==> src/rtl/garbage_pkg.sv <==
// garbage_pkg: shared types for the versus-mode tetris blocks.
// state_type is the engine state seen by the garbage sender.
package garbage_pkg;

  typedef enum logic [2:0] {
    INIT,
    WAIT,
    SPAWN,
    FALL,
    LOCK,
    CLEAR,
    BAR,
    END
  } state_type;

endpackage

==> src/rtl/garbage_sender.sv <==
// garbage_sender: turns local line clears into garbage rows
// and pushes them one at a time into the opponent engine.
module garbage_sender
  import garbage_pkg::*;
(
  input  logic        clk,
  input  logic        reset_n,
  input  logic [31:0] rng,
  input  logic        clear_valid,
  input  logic [2:0]  clear_lines,
  input  state_type   target_state,
  output logic        bar_valid,
  output logic [9:0]  bar_mask,
  output logic [4:0]  pending,
  output logic        busy
);

  typedef enum logic [1:0] {
    IDLE,
    ISSUE,
    ACK,
    SETTLE
  } fsm_t;

  fsm_t       state;
  logic [1:0] ack_cnt;
  logic [2:0] attack;
  logic [3:0] hole;
  logic [5:0] sum;
  logic       flush;
  logic       lost;
  logic       unused_rng;

  assign unused_rng = ^rng[31:4];

  assign flush = (target_state == END) ||
                 (target_state == INIT);

  assign lost = (state == ACK) &&
                (ack_cnt == 2'd3) &&
                (target_state == WAIT);

  assign hole = (rng[3:0] >= 4'd10) ?
                rng[3:0] - 4'd10 : rng[3:0];

  assign sum = {1'b0, pending}
             + {3'b0, attack}
             + {5'b0, lost}
             - {5'b0, bar_valid};

  // lines cleared -> garbage rows sent
  always_comb begin
    attack = 3'd0;
    if (clear_valid) begin
      case (clear_lines)
        3'd2:    attack = 3'd1;
        3'd3:    attack = 3'd2;
        3'd4:    attack = 3'd4;
        default: attack = 3'd0;
      endcase
    end
  end

  // queued rows; a lost request puts its row back
  always_ff @(posedge clk or negedge reset_n) begin
    if (!reset_n) begin
      pending <= '0;
    end else if (flush) begin
      pending <= '0;
    end else if (sum > 6'd20) begin
      pending <= 5'd20;
    end else begin
      pending <= sum[4:0];
    end
  end

  // one row per handshake with the opponent engine
  always_ff @(posedge clk or negedge reset_n) begin
    if (!reset_n) begin
      state     <= IDLE;
      bar_valid <= 1'b0;
      bar_mask  <= '0;
      busy      <= 1'b0;
      ack_cnt   <= '0;
    end else if (flush) begin
      state     <= IDLE;
      bar_valid <= 1'b0;
      busy      <= 1'b0;
      ack_cnt   <= '0;
    end else begin
      bar_valid <= 1'b0;
      unique case (state)
        IDLE: begin
          if (pending != 5'd0 &&
              target_state == WAIT) begin
            state     <= ISSUE;
            bar_valid <= 1'b1;
            bar_mask  <= 10'd1 << hole;
            busy      <= 1'b1;
          end
        end
        ISSUE: begin
          state   <= ACK;
          ack_cnt <= '0;
        end
        ACK: begin
          if (target_state == BAR) begin
            state <= SETTLE;
          end else if (ack_cnt == 2'd3) begin
            if (target_state == WAIT) begin
              state <= IDLE;
              busy  <= 1'b0;
            end
          end else begin
            ack_cnt <= ack_cnt + 2'd1;
          end
        end
        SETTLE: begin
          if (target_state == WAIT) begin
            state <= IDLE;
            busy  <= 1'b0;
          end
        end
      endcase
    end
  end

endmodule

==> config.mk <==
export PLATFORM = sky130hd
export DESIGN_NAME = garbage_sender
export DESIGN_NICKNAME = d
export VERILOG_FILES = /design/src/rtl/garbage_pkg.sv /design/src/rtl/garbage_sender.sv
export SDC_FILE = /design/constraint.sdc
export NUM_CORES = 1
export LEC_CHECK = 0
export ABC_AREA = 1
export CAP_MARGIN = 20
export CORE_UTILIZATION = 39
export DETAILED_ROUTE_END_ITERATION = 7
export PLACE_DENSITY_LB_ADDON = 0.05
export SYNTH_ARGS = -nofsm -noshare
export SYNTH_HDL_FRONTEND = slang
export SYNTH_SLANG_ARGS = --single-unit
export TNS_END_PERCENT = 10
==> constraint.sdc <==
create_clock -name clk -period 2.04 [get_ports clk]
set_input_delay 0.204 -clock clk [delete_from_list [all_inputs] [get_ports clk]]
set_output_delay 0.204 -clock clk [all_outputs]
set_load 0.05 [all_outputs]
==> results of run 1 <==
cells by family after synthesis:
kind of cell | Yosys count
flip-flops | 21
AO/OA/AOI/OAI | 15
adder cells (fa/ha/maj) | 15
AND/OR/NAND/NOR | 108
XOR/XNOR | 1
buffers and inverters | 39
stage by stage:
stage	util	std cells	area [um^2]	worst slack (ps)	hold WS, ps
after floorplan	-	199	1510	-63.5	-91.6
after global placement	0.569	290	1970	-461	465
after detailed placement	0.569	290	1970	-556	465
after CTS	0.590	297	2050	-106	282
after global routing	0.602	299	2090	-229	300
final	0.602	299	2090	-99.3	282
worst max-delay path: stages:
cell and delay, ps:
clkdlybuf4s50_1 450, nor3_4 190, nand3_4 100, fa_2 360
inv_2 70, fa_1 410, inv_1 80, nand2_1 60
nand2_1 70, nand3_2 70, nand2_2 80, nand3_2 90
nor2_1 90
Yosys cell counts, types with 3 or more instances:
cell type / instances / area [um^2]
nand2_1: 57 / 214
inv_1: 38 / 143
dfrtp_1: 21 / 526
nand3_1: 18 / 90.1
nor2_1: 16 / 60.1
ha_1: 13 / 163
o21ai_0: 6 / 30.0
nand4_1: 5 / 31.3
a21oi_1: 3 / 15.0
nand2_2: 3 / 18.8
o21ai_1: 3 / 15.0
registers in the layout, indices dropped and copies added (netlist names):
| name | cells |
|---|---|
| state | 2 |
| bar_mask | 10 |
| ack_cnt | 2 |
| busy | 1 |
| pending | 5 |
| bar_valid | 1 |
cell type report:
class,count,area [um^2]
fillers,313,1380
clock buffers,4,45.0
inverters,39,146
repair buffers,50,440
flip-flops and latches,21,529
well taps,46,57.6
multi-input cells,139,868
worst paths after layout:
check	end	slack [ps]	cells after the start
setup / recovery	pending[1]	-100	13
max in group asynchronous	bar_valid	1530	2
setup reg to reg	pending[1]	-90	13
min in group clk	bar_mask[5]	480	2
hold / removal	bar_mask[7]	280	2
hold reg to reg	bar_mask[5]	480	2
repair_timing:
item / 4_1_cts / 5_1_grt
pin swaps: 7 / 4
resized for setup: 10 / 6
buffers inserted: 3 / 2
endpoints found under the setup margin: 5 / 5
metal layers:
metal  share of wire  vias up  routed length [um]
met2            0.52       16                1670
met1            0.45      646                1450
li1                -      734                   -
met5               0        -                   0
met4          0.0062        0                  20
met3           0.019        2                  62
power groups by stage:
stage,combinational [mW],sequential (mW),clock [mW]
after CTS,1.74,0.636,0.286
final,1.83,0.632,0.270
after global placement,1.65,0.637,0
after floorplan,0.809,0.993,0
after global routing,2.01,0.651,0.302
after detailed placement,1.70,0.641,0
==> run summary, run 1 <==
The number of rows created at floorplan came out at 21. The initial antenna violation count came out at 0. The global-route wire length before repair is 5.49 mm. The total nets after synthesis is 255. The number of enable flip-flop cells after synthesis is 0. The library cell used most frequently in the layout, excluding fill and tap cells, is nand2_1.

For this run, the register share of the synthesized area comes to 0.358. The logic gate share of total power is 0.670. The number of vias per cell is 4.68.

The netlist area before placement is 1470 um^2. The run finished, with violations left. The endpoint kind of the worst setup timing path is a register.

The clock latency on the worst-skew pair came out at 250 ps. In this run the tool buffered the top-level ports with 29 buffer cells. The post-synthesis share of cell area spent on full adders, half adders and majority gates is 0.138. The full die area is 4020 um^2. The part of the cycle the worst path needs is 1.05. The leftover overflow at the end of global routing came out at 0.

The aggregate routed wire length is 3.20 mm. The fraction of synthesized cell area in xor and xnor cells came out at 0.00596. The setup TNS after final layout is -376 ps. The count of unresolved DRC violations after routing came out at 0. In this run the worst hold path is classified as in2async. The top-level I/O count is 58. After synthesis, the share of flip-flops with an asynchronous set or reset is 1.00.

The number of DRC violations after detailed-routing iteration 0 came out at 50. The die is 63.4 um tall. The startpoint type of the worst setup path is an input port. The CTS tree is built. The tool flagged a number of max-cap violations equal to 0. For met3 alone, demand over resource in global routing was 0.0199. The TritonCTS buffer count is 3. The fraction of layout cells with a size suffix above 1 came out at 0.206. The max-slew violation count came out at 0.

The count of hold buffers inserted by post-cts repair is 0. The final reports fail on setup timing. The share of total power dissipated in sequential elements is 0.232. The worst register-to-register path begins at state[0]. The mux share of post-synthesis cell area came out at 0.

The number of global-route vias before repair is 1274. The buffer levels on the longest clock path came out at 2. The most used flip-flop cell after synthesis is dfrtp_1. The start-to-end type of the worst setup path is in2reg. The largest family of logic cells by synthesized area is simple AND/OR/NAND/NOR gates.

The number of hold-slack violations in the final timing report came to 0. The final worst clock skew came out at 2.78 ps. Across all setup checks in the final design, the least slack found is -99.3 ps. Setup violations remaining at the end of the flow were counted as 4. The power share of the clock group is 0.099. The congestion estimate from routability-driven global placement came to 0.823. The maximum fanout encountered on the critical timing path is 3. The register clock-pin slew on the reported worst setup and hold paths came out at 80 ps. The met2 routing resource usage after global routing came out at 0.309. The total via count after detailed routing came out at 1398. The number of antenna-violating nets in the routed design is 0.

The worst slew slack as a fraction of its limit came out at 0.667. Counting every sink on the clock net gives 21. CTS built an H-tree with a depth of 1.

After global routing, the most crowded layer is met2. At the end of the flow, the number of nets in the layout was 310. The pin count of the biggest net entering global routing is 22.

The simple-gate share of the synthesized area came out at 0.336. The met1 track utilization from global routing came out at 0.214. The post-synthesis compound-gate area fraction is 0.0630.

The data required time at the worst endpoint came out at 2230 ps. The starting density of the core came out at 0.424. In the global route stage, overall resource usage came out at 0.172. Subtracting the final worst setup slack from the clock period gives 2140 ps. The worst endpoint data arrival time came out at 2330 ps. The cell chosen for the clock root is clkbuf_8.

Summed over all nets, the switching power comes to 1.34 mW. The antenna diode count is 0. The cell-internal power is 1.39 mW. The analysis attributes to cell leakage a power of 1.07 nW.

Setup repair after global routing could not meet its margin everywhere. Dividing the detail-routed wire length by the instance count gives 10.7 um. The core outline area came out at 3470 um^2. Yosys printed 0 warnings.

The die outline width is 63.4 um. The highest clock frequency the design can meet came out at 467 MHz. The register bit count reported by yosys is 21. Before antenna repair, the detailed router went through 4 iterations. The measured slew at the worst slew-check pin is 499 ps. Tracing the worst setup path back leads to its startpoint at target_state[2]. In the layout the commonest cells are 55 x nand2_1, 35 x inv_1, 23 x clkdlybuf4s50_1. Synthesis handed over a netlist of 199 instances. The area overhead of the layout relative to synthesis came out at 42.1%. The maximum vdd drop came out at 0.544 mV. Detailed placement ended at an HPWL of 2.57 mm.

A synthesized cell averages 7.38 um^2. The power per cell area is 1310 nW/um^2. Of the total power, the share spent switching nets is 0.489.

In this run, distinct cell masters in the synthesized netlist total 25. The post-layout total power came out at 2.73 mW.
Note: power is estimated with default switching activity, not from simulation.
==> inputs of run 2 (changes only) <==
Settings changed: CAP_MARGIN 20 to not set.
==> results of run 2 <==
Final layout, timing and power as in run 1 (identical DEF).
